$ cat config.mk
export PLATFORM = sky130hd
export DESIGN_NAME = ram_write_controller_flat
export DESIGN_NICKNAME = d
export VERILOG_FILES = /design/src/rtl/ram_ctrl_pkg.sv /design/src/rtl/ram_write_controller_if.sv /design/src/rtl/ram_wr_serializer.sv /design/src/rtl/ram_write_controller.sv /design/src/flat_wrapper.sv
export SDC_FILE = /design/constraint.sdc
export NUM_CORES = 2
export LEC_CHECK = 0
export ABC_AREA = 1
export BUFFER_PORTS_ARGS = -buffer_cell sky130_fd_sc_hd__buf_2
export CAP_MARGIN = 20
export CORE_AREA = 2 2 422 424
export CTS_CLUSTER_SIZE = 10
export DETAILED_ROUTE_END_ITERATION = 7
export DIE_AREA = 0 0 424 426
export GPL_TIMING_DRIVEN = 0
export PLACE_DENSITY = 0.4
export SYNTH_ARGS = -nofsm -noshare
export SYNTH_HDL_FRONTEND = slang
export SYNTH_HIERARCHICAL = 1
export SYNTH_SLANG_ARGS = --single-unit
$ cat constraint.sdc
create_clock -name clk -period 2.89 [get_ports clk]
set_clock_uncertainty 0.05 [all_clocks]
set_input_delay 0.1445 -clock clk [delete_from_list [all_inputs] [get_ports clk]]
set_output_delay 0.1445 -clock clk [all_outputs]
set_load 0.01 [all_outputs]
$ cat src/rtl/ram_ctrl_pkg.sv
// Shared types and default geometry for the matrix RAM read/write controllers.
// Optional build macro RAM_WR_PARITY_EN appends an even-parity bit to each written word.
package ram_ctrl_pkg;

  localparam int DEF_DATA_W = 1024;
  localparam int DEF_WORD_W = 32;
  localparam int DEF_ROWS   = 32;
  localparam int DEF_ADDR_W = 10;
  localparam int WPR        = DEF_DATA_W / DEF_WORD_W;

`ifdef RAM_WR_PARITY_EN
  localparam int PAR_W = 1;
`else
  localparam int PAR_W = 0;
`endif

  typedef enum logic [1:0] {
    IDLE  = 2'd0,
    LOAD  = 2'd1,
    WRITE = 2'd2,
    DONE  = 2'd3
  } state_e;

endpackage

$ cat src/rtl/ram_write_controller_if.sv
// Row-accept handshake plus RAM write port of the write-back controller.
interface ram_write_controller_if
  import ram_ctrl_pkg::*;
#(
  parameter int DATA_W = DEF_DATA_W,
  parameter int WORD_W = DEF_WORD_W,
  parameter int ADDR_W = DEF_ADDR_W
) ();

  logic                    row_valid;
  logic [DATA_W-1:0]       row_data;
  logic                    row_ready;
  logic                    wr_en;
  logic [ADDR_W-1:0]       wr_addr;
  logic [WORD_W+PAR_W-1:0] wr_data;

  modport master (
    input  row_valid, row_data,
    output row_ready, wr_en, wr_addr, wr_data
  );

  modport slave (
    output row_valid, row_data,
    input  row_ready, wr_en, wr_addr, wr_data
  );

endinterface

$ cat src/rtl/ram_wr_serializer.sv
// Holds one result row and presents it one WORD_W slice at a time, low word first.
// With RAM_WR_PARITY_EN the presented word carries an even-parity bit on top.
module ram_wr_serializer
  import ram_ctrl_pkg::*;
#(
  parameter  int DATA_W  = DEF_DATA_W,
  parameter  int WORD_W  = DEF_WORD_W,
  localparam int N_WORDS = DATA_W / WORD_W,
  localparam int CNT_W   = (N_WORDS > 1) ? $clog2(N_WORDS) : 1
) (
  input  logic                    clk,
  input  logic                    rst_n,
  input  logic                    load,
  input  logic                    shift,
  input  logic [DATA_W-1:0]       row_data,
  output logic [CNT_W-1:0]        word_cnt,
  output logic                    last,
  output logic [WORD_W+PAR_W-1:0] word
);

  logic [DATA_W-1:0] shift_r;
  logic [CNT_W-1:0]  word_cnt_r;

`ifdef RAM_WR_PARITY_EN
  function automatic logic even_parity(input logic [WORD_W-1:0] value);
    return ^value;
  endfunction
`endif

  // Row shift register and word index; a load always restarts at word 0.
  always_ff @(posedge clk or negedge rst_n) begin
    if (!rst_n) begin
      shift_r    <= {DATA_W{1'b0}};
      word_cnt_r <= {CNT_W{1'b0}};
    end else if (load) begin
      shift_r    <= row_data;
      word_cnt_r <= {CNT_W{1'b0}};
    end else if (shift) begin
      shift_r    <= shift_r >> WORD_W;
      word_cnt_r <= word_cnt_r + CNT_W'(1);
    end
  end

  assign word_cnt = word_cnt_r;
  assign last     = (word_cnt_r == CNT_W'(N_WORDS - 1));

`ifdef RAM_WR_PARITY_EN
  assign word = {even_parity(shift_r[WORD_W-1:0]), shift_r[WORD_W-1:0]};
`else
  assign word = shift_r[WORD_W-1:0];
`endif

endmodule

$ cat src/rtl/ram_write_controller.sv
// Writes ROWS result rows to RAM as consecutive words starting at BASE_ADDR, then pulses finish.
// Build macro RAM_WR_PARITY_EN widens wr_data by one even-parity bit.
module ram_write_controller
  import ram_ctrl_pkg::*;
#(
  parameter int DATA_W    = DEF_DATA_W,
  parameter int WORD_W    = DEF_WORD_W,
  parameter int ROWS      = DEF_ROWS,
  parameter int ADDR_W    = DEF_ADDR_W,
  parameter int BASE_ADDR = 0
) (
  input  logic                   clk,
  input  logic                   rst_n,
  input  logic                   start,
  output logic                   busy,
  output logic                   finish,
  ram_write_controller_if.master bus
);

  localparam int N_WORDS = DATA_W / WORD_W;
  localparam int CNT_W   = (N_WORDS > 1) ? $clog2(N_WORDS) : 1;
  localparam int ROW_W   = (ROWS > 1) ? $clog2(ROWS) : 1;

  state_e                  state_r;
  state_e                  next_state_s;
  logic [ROW_W-1:0]        row_cnt_r;
  logic                    load_s;
  logic                    shift_s;
  logic                    row_clr_s;
  logic                    row_inc_s;
  logic [CNT_W-1:0]        word_cnt_s;
  logic                    last_s;
  logic [WORD_W+PAR_W-1:0] word_s;
  logic [ADDR_W-1:0]       row_base_s;
  logic [ADDR_W-1:0]       addr_s;
  logic                    writing_s;

  ram_wr_serializer #(
    .DATA_W (DATA_W),
    .WORD_W (WORD_W)
  ) u_serializer (
    .clk      (clk),
    .rst_n    (rst_n),
    .load     (load_s),
    .shift    (shift_s),
    .row_data (bus.row_data),
    .word_cnt (word_cnt_s),
    .last     (last_s),
    .word     (word_s)
  );

  // State register.
  always_ff @(posedge clk or negedge rst_n) begin
    if (!rst_n) begin
      state_r <= IDLE;
    end else begin
      state_r <= next_state_s;
    end
  end

  // Next-state decode and serializer/row-counter controls.
  always_comb begin
    next_state_s = state_r;
    load_s       = 1'b0;
    shift_s      = 1'b0;
    row_clr_s    = 1'b0;
    row_inc_s    = 1'b0;
    case (state_r)
      IDLE: begin
        if (start) begin
          next_state_s = LOAD;
          row_clr_s    = 1'b1;
        end else begin
          next_state_s = IDLE;
        end
      end
      LOAD: begin
        if (bus.row_valid) begin
          load_s       = 1'b1;
          next_state_s = WRITE;
        end else begin
          next_state_s = LOAD;
        end
      end
      WRITE: begin
        shift_s = 1'b1;
        if (last_s) begin
          if (row_cnt_r == ROW_W'(ROWS - 1)) begin
            next_state_s = DONE;
          end else begin
            row_inc_s    = 1'b1;
            next_state_s = LOAD;
          end
        end else begin
          next_state_s = WRITE;
        end
      end
      DONE:    next_state_s = IDLE;
      default: next_state_s = IDLE;
    endcase
  end

  // Row counter.
  always_ff @(posedge clk or negedge rst_n) begin
    if (!rst_n) begin
      row_cnt_r <= {ROW_W{1'b0}};
    end else if (row_clr_s) begin
      row_cnt_r <= {ROW_W{1'b0}};
    end else if (row_inc_s) begin
      row_cnt_r <= row_cnt_r + ROW_W'(1);
    end
  end

  // Address arithmetic is done at ADDR_W so it wraps modulo the RAM size.
  assign row_base_s = ADDR_W'(32'(row_cnt_r) * 32'(N_WORDS));
  assign addr_s     = ADDR_W'(BASE_ADDR) + row_base_s + ADDR_W'(word_cnt_s);
  assign writing_s  = (state_r == WRITE);

  assign bus.row_ready = (state_r == LOAD);
  assign bus.wr_en     = writing_s;
  assign bus.wr_addr   = writing_s ? addr_s : {ADDR_W{1'b0}};
  assign bus.wr_data   = writing_s ? word_s : {(WORD_W+PAR_W){1'b0}};
  assign busy          = (state_r != IDLE);
  assign finish        = (state_r == DONE);

endmodule

$ cat src/flat_wrapper.sv
// flat-port wrapper written by rule: the top's interface ports become plain ports
module ram_write_controller_flat import ram_ctrl_pkg::*;
#(
  parameter int DATA_W    = DEF_DATA_W,
  parameter int WORD_W    = DEF_WORD_W,
  parameter int ROWS      = DEF_ROWS,
  parameter int ADDR_W    = DEF_ADDR_W,
  parameter int BASE_ADDR = 0
)
  (clk, rst_n, start, busy, finish, bus_row_valid, bus_row_data, bus_row_ready, bus_wr_en, bus_wr_addr, bus_wr_data);
  ram_write_controller_if #(.DATA_W(DATA_W), .WORD_W(WORD_W), .ADDR_W(ADDR_W)) bus_i ();
  input  logic clk;
  input  logic rst_n;
  input  logic start;
  output logic busy;
  output logic finish;
  input wire logic [$bits(bus_i.row_valid)-1:0] bus_row_valid;
  input wire logic [$bits(bus_i.row_data)-1:0] bus_row_data;
  output wire logic [$bits(bus_i.row_ready)-1:0] bus_row_ready;
  output wire logic [$bits(bus_i.wr_en)-1:0] bus_wr_en;
  output wire logic [$bits(bus_i.wr_addr)-1:0] bus_wr_addr;
  output wire logic [$bits(bus_i.wr_data)-1:0] bus_wr_data;
  assign bus_i.row_valid = bus_row_valid;
  assign bus_i.row_data = bus_row_data;
  assign bus_row_ready = bus_i.row_ready;
  assign bus_wr_en = bus_i.wr_en;
  assign bus_wr_addr = bus_i.wr_addr;
  assign bus_wr_data = bus_i.wr_data;
  ram_write_controller #(.DATA_W(DATA_W), .WORD_W(WORD_W), .ROWS(ROWS), .ADDR_W(ADDR_W), .BASE_ADDR(BASE_ADDR)) u_core (.clk(clk), .rst_n(rst_n), .start(start), .busy(busy), .finish(finish), .bus(bus_i));
endmodule
=== Yosys cells after proc, flatten, opt, wreduce, memory -nomap -nowiden ===
Index checks and enable logic that the tools add are counted.

* Add/subtract/negate cells: 3
* Muxes and demuxes: 21
* Eq/ne operators: 5
* Reductions and logical operators: 4

{| class="wikitable"
|+ Operator list
! operator !! count
|-
| two-way mux 1024 bit || 2
|-
| two-way mux 32 bit || 1
|-
| two-way mux 5 bit || 4
|-
| adder 10 x 5 -> 10 bit || 1
|-
| adder 5 x 1 -> 5 bit (second input constant) || 2
|-
| == test 5 bit (second input constant) || 2
|-
| two-way mux 10 bit || 1
|-
| two-way mux 1 bit || 9
|-
| one-hot mux 2 bit (4 select lines) || 1
|-
| two-way mux 2 bit || 3
|-
| nonzero test 2 bit || 3
|-
| == test 2 bit (second input constant) || 2
|-
| == test 2 x 1 -> 1 bit (second input constant) || 1
|-
| zero test 2 bit || 1
|}

* Input bits: 1028
* Word-level logic and storage cells: 37
* Register bits after elaboration: 1036

=== Logic depth before layout (Yosys ltp) ===
* Depth after elaboration: 6
* Depth in mapped cells: 11

=== By module ===
The synthesis kept the hierarchy.

{| class="wikitable"
|+ By module, submodules not included
! module !! sequential area each (µm²) !! cells each !! area each (µm²) !! instances
|-
| ram_wr_serializer || 25749.7 || 4485 || 43700.7 || 1
|-
| ram_write_controller || 175.2 || 140 || 743.2 || 1
|}

=== Worst setup path after synthesis ===
No wires, ideal clock.

* Kind: reg-to-reg
* Start point: register u_core.state_r[1]
* End point: register u_core.u_serializer.shift_r[232]
* Cell stages (with the launch flop): 12
* Path buffers: 3
* Path slack: 1208 ps
* Data arrival time: 1508 ps
* Setup time: 124 ps
* Cell sequence: dfrtp_1 inv_2 nand2_1 nor2_1 buf_6 inv_2 nand2_4 inv_8 buf_6 buf_4 a22oi_1 nand2_1

* Longest elaborated chain between the ends: 3
* Elaborated cells between the ends (all ways): 6

{| class="wikitable"
|+ Ends and longest elaborated chain
! what !! line !! source
|-
| start, declared || ram_write_controller.sv:24 || <nowiki>state_e state_r;</nowiki>
|-
| start signal, assigned || ram_write_controller.sv:57 || <nowiki>state_r <= next_state_s;</nowiki>
|-
| == test 2 x 1 -> 1 bit (*) || ram_write_controller.sv:68 || <nowiki>case (state_r)</nowiki>
|-
| two-way mux 1 bit (*) || ram_write_controller.sv:68 ||
|-
| net u_core.load_s || ram_write_controller.sv:27 || <nowiki>logic load_s;</nowiki>
|-
| two-way mux 1024 bit or nonzero test 2 bit (tied branches) || n/a ||
|-
| end signal, assigned || ram_wr_serializer.sv:33 || <nowiki>shift_r <= {DATA_W{1'b0}};</nowiki>
|-
| end signal, assigned || ram_wr_serializer.sv:36 || <nowiki>shift_r <= row_data;</nowiki>
|-
| end signal, assigned || ram_wr_serializer.sv:39 || <nowiki>shift_r <= shift_r >> WORD_W;</nowiki>
|-
| end, declared || ram_wr_serializer.sv:21 || <nowiki>logic [DATA_W-1:0] shift_r;</nowiki>
|}

Mark *: on every way through the listed nets, which the timed path passes. The rest lies on a longest branch.
A chain may end at the register's enable or synchronous reset.

=== Final worst setup path ===
* Start point: register u_core.state_r[1]
* End point: register u_core.u_serializer.shift_r[630]

Same word-level chain as after synthesis.

==> flow_metrics.tcl <==
set metrics [dict create \
    outcome "complete, but fails checks" \
    failed_checks "negative hold slack" \
    portBuffers 1073 \
    clock-sinks 1036 \
    crit_type "flip-flop to flip-flop" \
    final_nets 7907 \
    clkLatencyLatePin_ns 0.79 \
    setup_tns_ns 0 \
    crit_buf_inv 5 \
    stdcell_count 9371 \
    max_slew_margin_pct 35.66 \
    h-tree-depth 4 \
    p_leak_nw 34.19 \
    row_count 154 \
    crit_required_ns 3.55 \
    setup_violations 0 \
    drv_slew 0 \
    grt_use_total_pct 23.42 \
    internal_power_mw 39.07 \
    ys_ff_latch 1036 \
    seqPwrFrac_pct 39.0 \
    crit_slowest_cell "clkbuf_1" \
    p_sw_share_pct 39.49 \
    syn_area_sq_um 44440 \
    rsz0062_at_grt "false" \
    multiInputGateArea_sq_um 15800 \
    fp.dieW_um 424 \
    hold_buffers 1036 \
    hpwl_um 164400 \
    place.gp.congestion 0.9259 \
    cp.arrival_ns 3.32 \
    cts_made_buffers 132 \
    maxCapViolations 0 \
    cts_buffer_depth 3 \
    synth_nets 5657 \
    grt_max_degree 148 \
    synth_cells 4625 \
    ir_worst_vdd_v 0.0005720 \
    reg2reg_slack_ns 0.23 \
    finalHoldViolCount 90 \
    crit_family "buffers and inverters" \
    cpMostUsedCell "nand2_1" \
    p_sw_mw 25.50 \
    ys_types 27 \
    clkTransAtPathRegs_ns 0.06 \
    cts_tree "done" \
    start_util_pct 25.29 \
    seq_area_frac_synth_pct 58.33 \
    filler_cell_count 18130 \
    r2r_start "u_core/state_r[1]" \
    max_stage_delay_ns 0.45 \
    area_growth_pct 51.98 \
    dp_cells 8045 \
    cts_resized 0 \
    worst_pin_slew_ns 0.9651 \
    num_vias 43940 \
    min-delay-path-class "primary input to asynchronous set/reset pin" \
    wire_per_inst_um 23.20 \
    clock_power_share_pct 24.6 \
    dieHeight_um 426 \
    viasPerCell 4.689 \
    yosys_warnings 6 \
    pin_count 1074 \
    design_area_sq_um 67540 \
    grt_pass1_wl_um 313600 \
    design.core.area_sq_um 175700 \
    root_buffer "clkbuf_16" \
    cts_setup_buffers 0 \
    pwr-share-comb_pct 36.4 \
    drive_above_1_share_pct 22.40 \
    crit_chain "inv_2 > nand2_1 > nor2_1 > buf_6 > buf_4 > clkbuf_1 > buf_2 > a22oi_1 > nand2_1" \
    wl_um 217400 \
    dr.pass1.iters 6 \
    seq_area_sq_um 25920 \
    utilization_pct 38.44 \
    place_area_sq_um 52950 \
    drtIter0Drc 3669 \
    overflow 0 \
    endpoint_kind "flip-flop" \
    period_minus_slack_ns 2.658 \
    antenna_found_initial 100 \
    grt_pass1_vias 46000 \
    p_total_mw 64.57 \
    reg2reg_to "u_core/u_serializer/shift_r[630]" \
    worst_hold_slack_ns -0.1287 \
    reg2reg_depth 9 \
    timing.final.crit_share_pct 91.96 \
    syn_area_per_cell_sq_um 9.609 \
    power_density_nw_per_um2 956.0 \
    place_ws_ns 0.09143 \
    drtAntennaViolNets 0 \
    fp.dieArea_sq_um 180600 \
    start_kind "flip-flop" \
    setup_ws_ns 0.2324 \
    drc 0 \
    max_freq_mhz 376.3 \
    worstPathMaxFanout 11 \
]
## power groups by stage
stage / Clock [mW] / Combinational (mW) / Sequential (mW)
2_1_floorplan: 0 / 15.0 / 23.5
3_3_place_gp: 0 / 21.9 / 25.4
3_5_place_dp: 0 / 22.2 / 25.3
4_1_cts: 16.4 / 23.6 / 25.1
5_1_grt: 16.9 / 26.3 / 25.8
6_report: 15.9 / 23.5 / 25.2
## routing by layer
layer  share of wire (%)  wire, um  GRT usage (%)
met1                  41     89310          28.94
met2                  50    108900          40.40
met3                 5.5     11900          4.568
met4                 3.3      7108          8.523
met5               0.086       188              0
## state kept, by name, indices dropped and copies added, names as in the netlist
register                      flops
u_core/u_serializer/shift_r    1024
u_core/row_cnt_r                  5
u_core/u_serializer/word_cnt      5
u_core/state_r                    2
## logic make-up (layout without fill, tap and decap cells)
kind of cell | after synthesis | in the layout | synth area share [%]
DFF | 1036 | 1036 | 58.33
and+or+nand+nor | 2144 | 2144 | 18.34
xor gates and xnor gates | 1 | 1 | 0.01971
buffers and inverters | 440 | 2767 | 6.117
other | 0 | 79 | 0
AOI/OAI and AO/OA | 1000 | 1000 | 17.08
adders and majority gates | 4 | 4 | 0.1126
## cells in the mapped netlist
cell,instances,area [sq um]
a22oi_2,20,250.2
a22oi_1,928,6967
buf_1,5,18.77
nand3_2,1,10.01
nand3_1,37,185.2
a22o_1,22,192.7
a21oi_1,3,15.01
clkbuf_1,97,364.1
o21ai_0,14,70.07
nor2_8,1,20.02
nand2_4,2,22.52
buf_12,2,40.04
inv_1,64,240.2
nand4_1,1,6.260
inv_8,1,11.26
dfrtp_1,1036,25920
ha_1,4,50.05
nor2_1,47,176.4
nor2_4,2,22.52
xor2_1,1,8.760
inv_2,3,11.26
buf_2,128,640.6
o211ai_1,13,97.59
buf_8,12,180.2
buf_4,61,457.9
buf_6,67,754.5
nand2_1,2053,7706
## placed cells by master (no fill, tap or decap), types with 12 or more instances in the layout
cell              n
clkbuf_8         22
clkbuf_1        131
o21ai_0          14
a22o_1           22
o211ai_1         13
nand2_1        2053
buf_8            12
clkbuf_16       137
dfrtp_1        1036
inv_1            64
nor2_1           47
buf_6            67
a22oi_2          20
a22oi_1         928
diode_2          79
dlygate4sd3_1  1036
buf_4            61
buf_2          1200
nand3_1          37
## final cells by class
type                    count  share of cell area (%)
well taps                2340                   4.335
flip-flops and latches   1036                   38.38
plain buffers             372                   3.636
diodes                     79                  0.2927
inverters                  68                  0.3890
clock buffers             193                   5.713
clock inverters            18                  0.2501
multi-input cells        3149                   23.39
repair buffers           2116                   23.61
## worst max path at each step
stage                      start                               end  slack (ns)  cells past startpoint
6_report       u_core/state_r[1]  u_core/u_serializer/shift_r[630]        0.23                      9
5_1_grt        u_core/state_r[1]  u_core/u_serializer/shift_r[630]        0.01                      9
4_1_cts        u_core/state_r[0]  u_core/u_serializer/shift_r[665]        0.13                      9
3_5_place_dp               rst_n  u_core/u_serializer/shift_r[640]        0.09                      4
3_3_place_gp               rst_n  u_core/u_serializer/shift_r[640]      -23.84                      1
2_1_floorplan  u_core/state_r[1]  u_core/u_serializer/shift_r[232]        1.21                     11
Note: power is estimated with default switching activity, not from simulation.
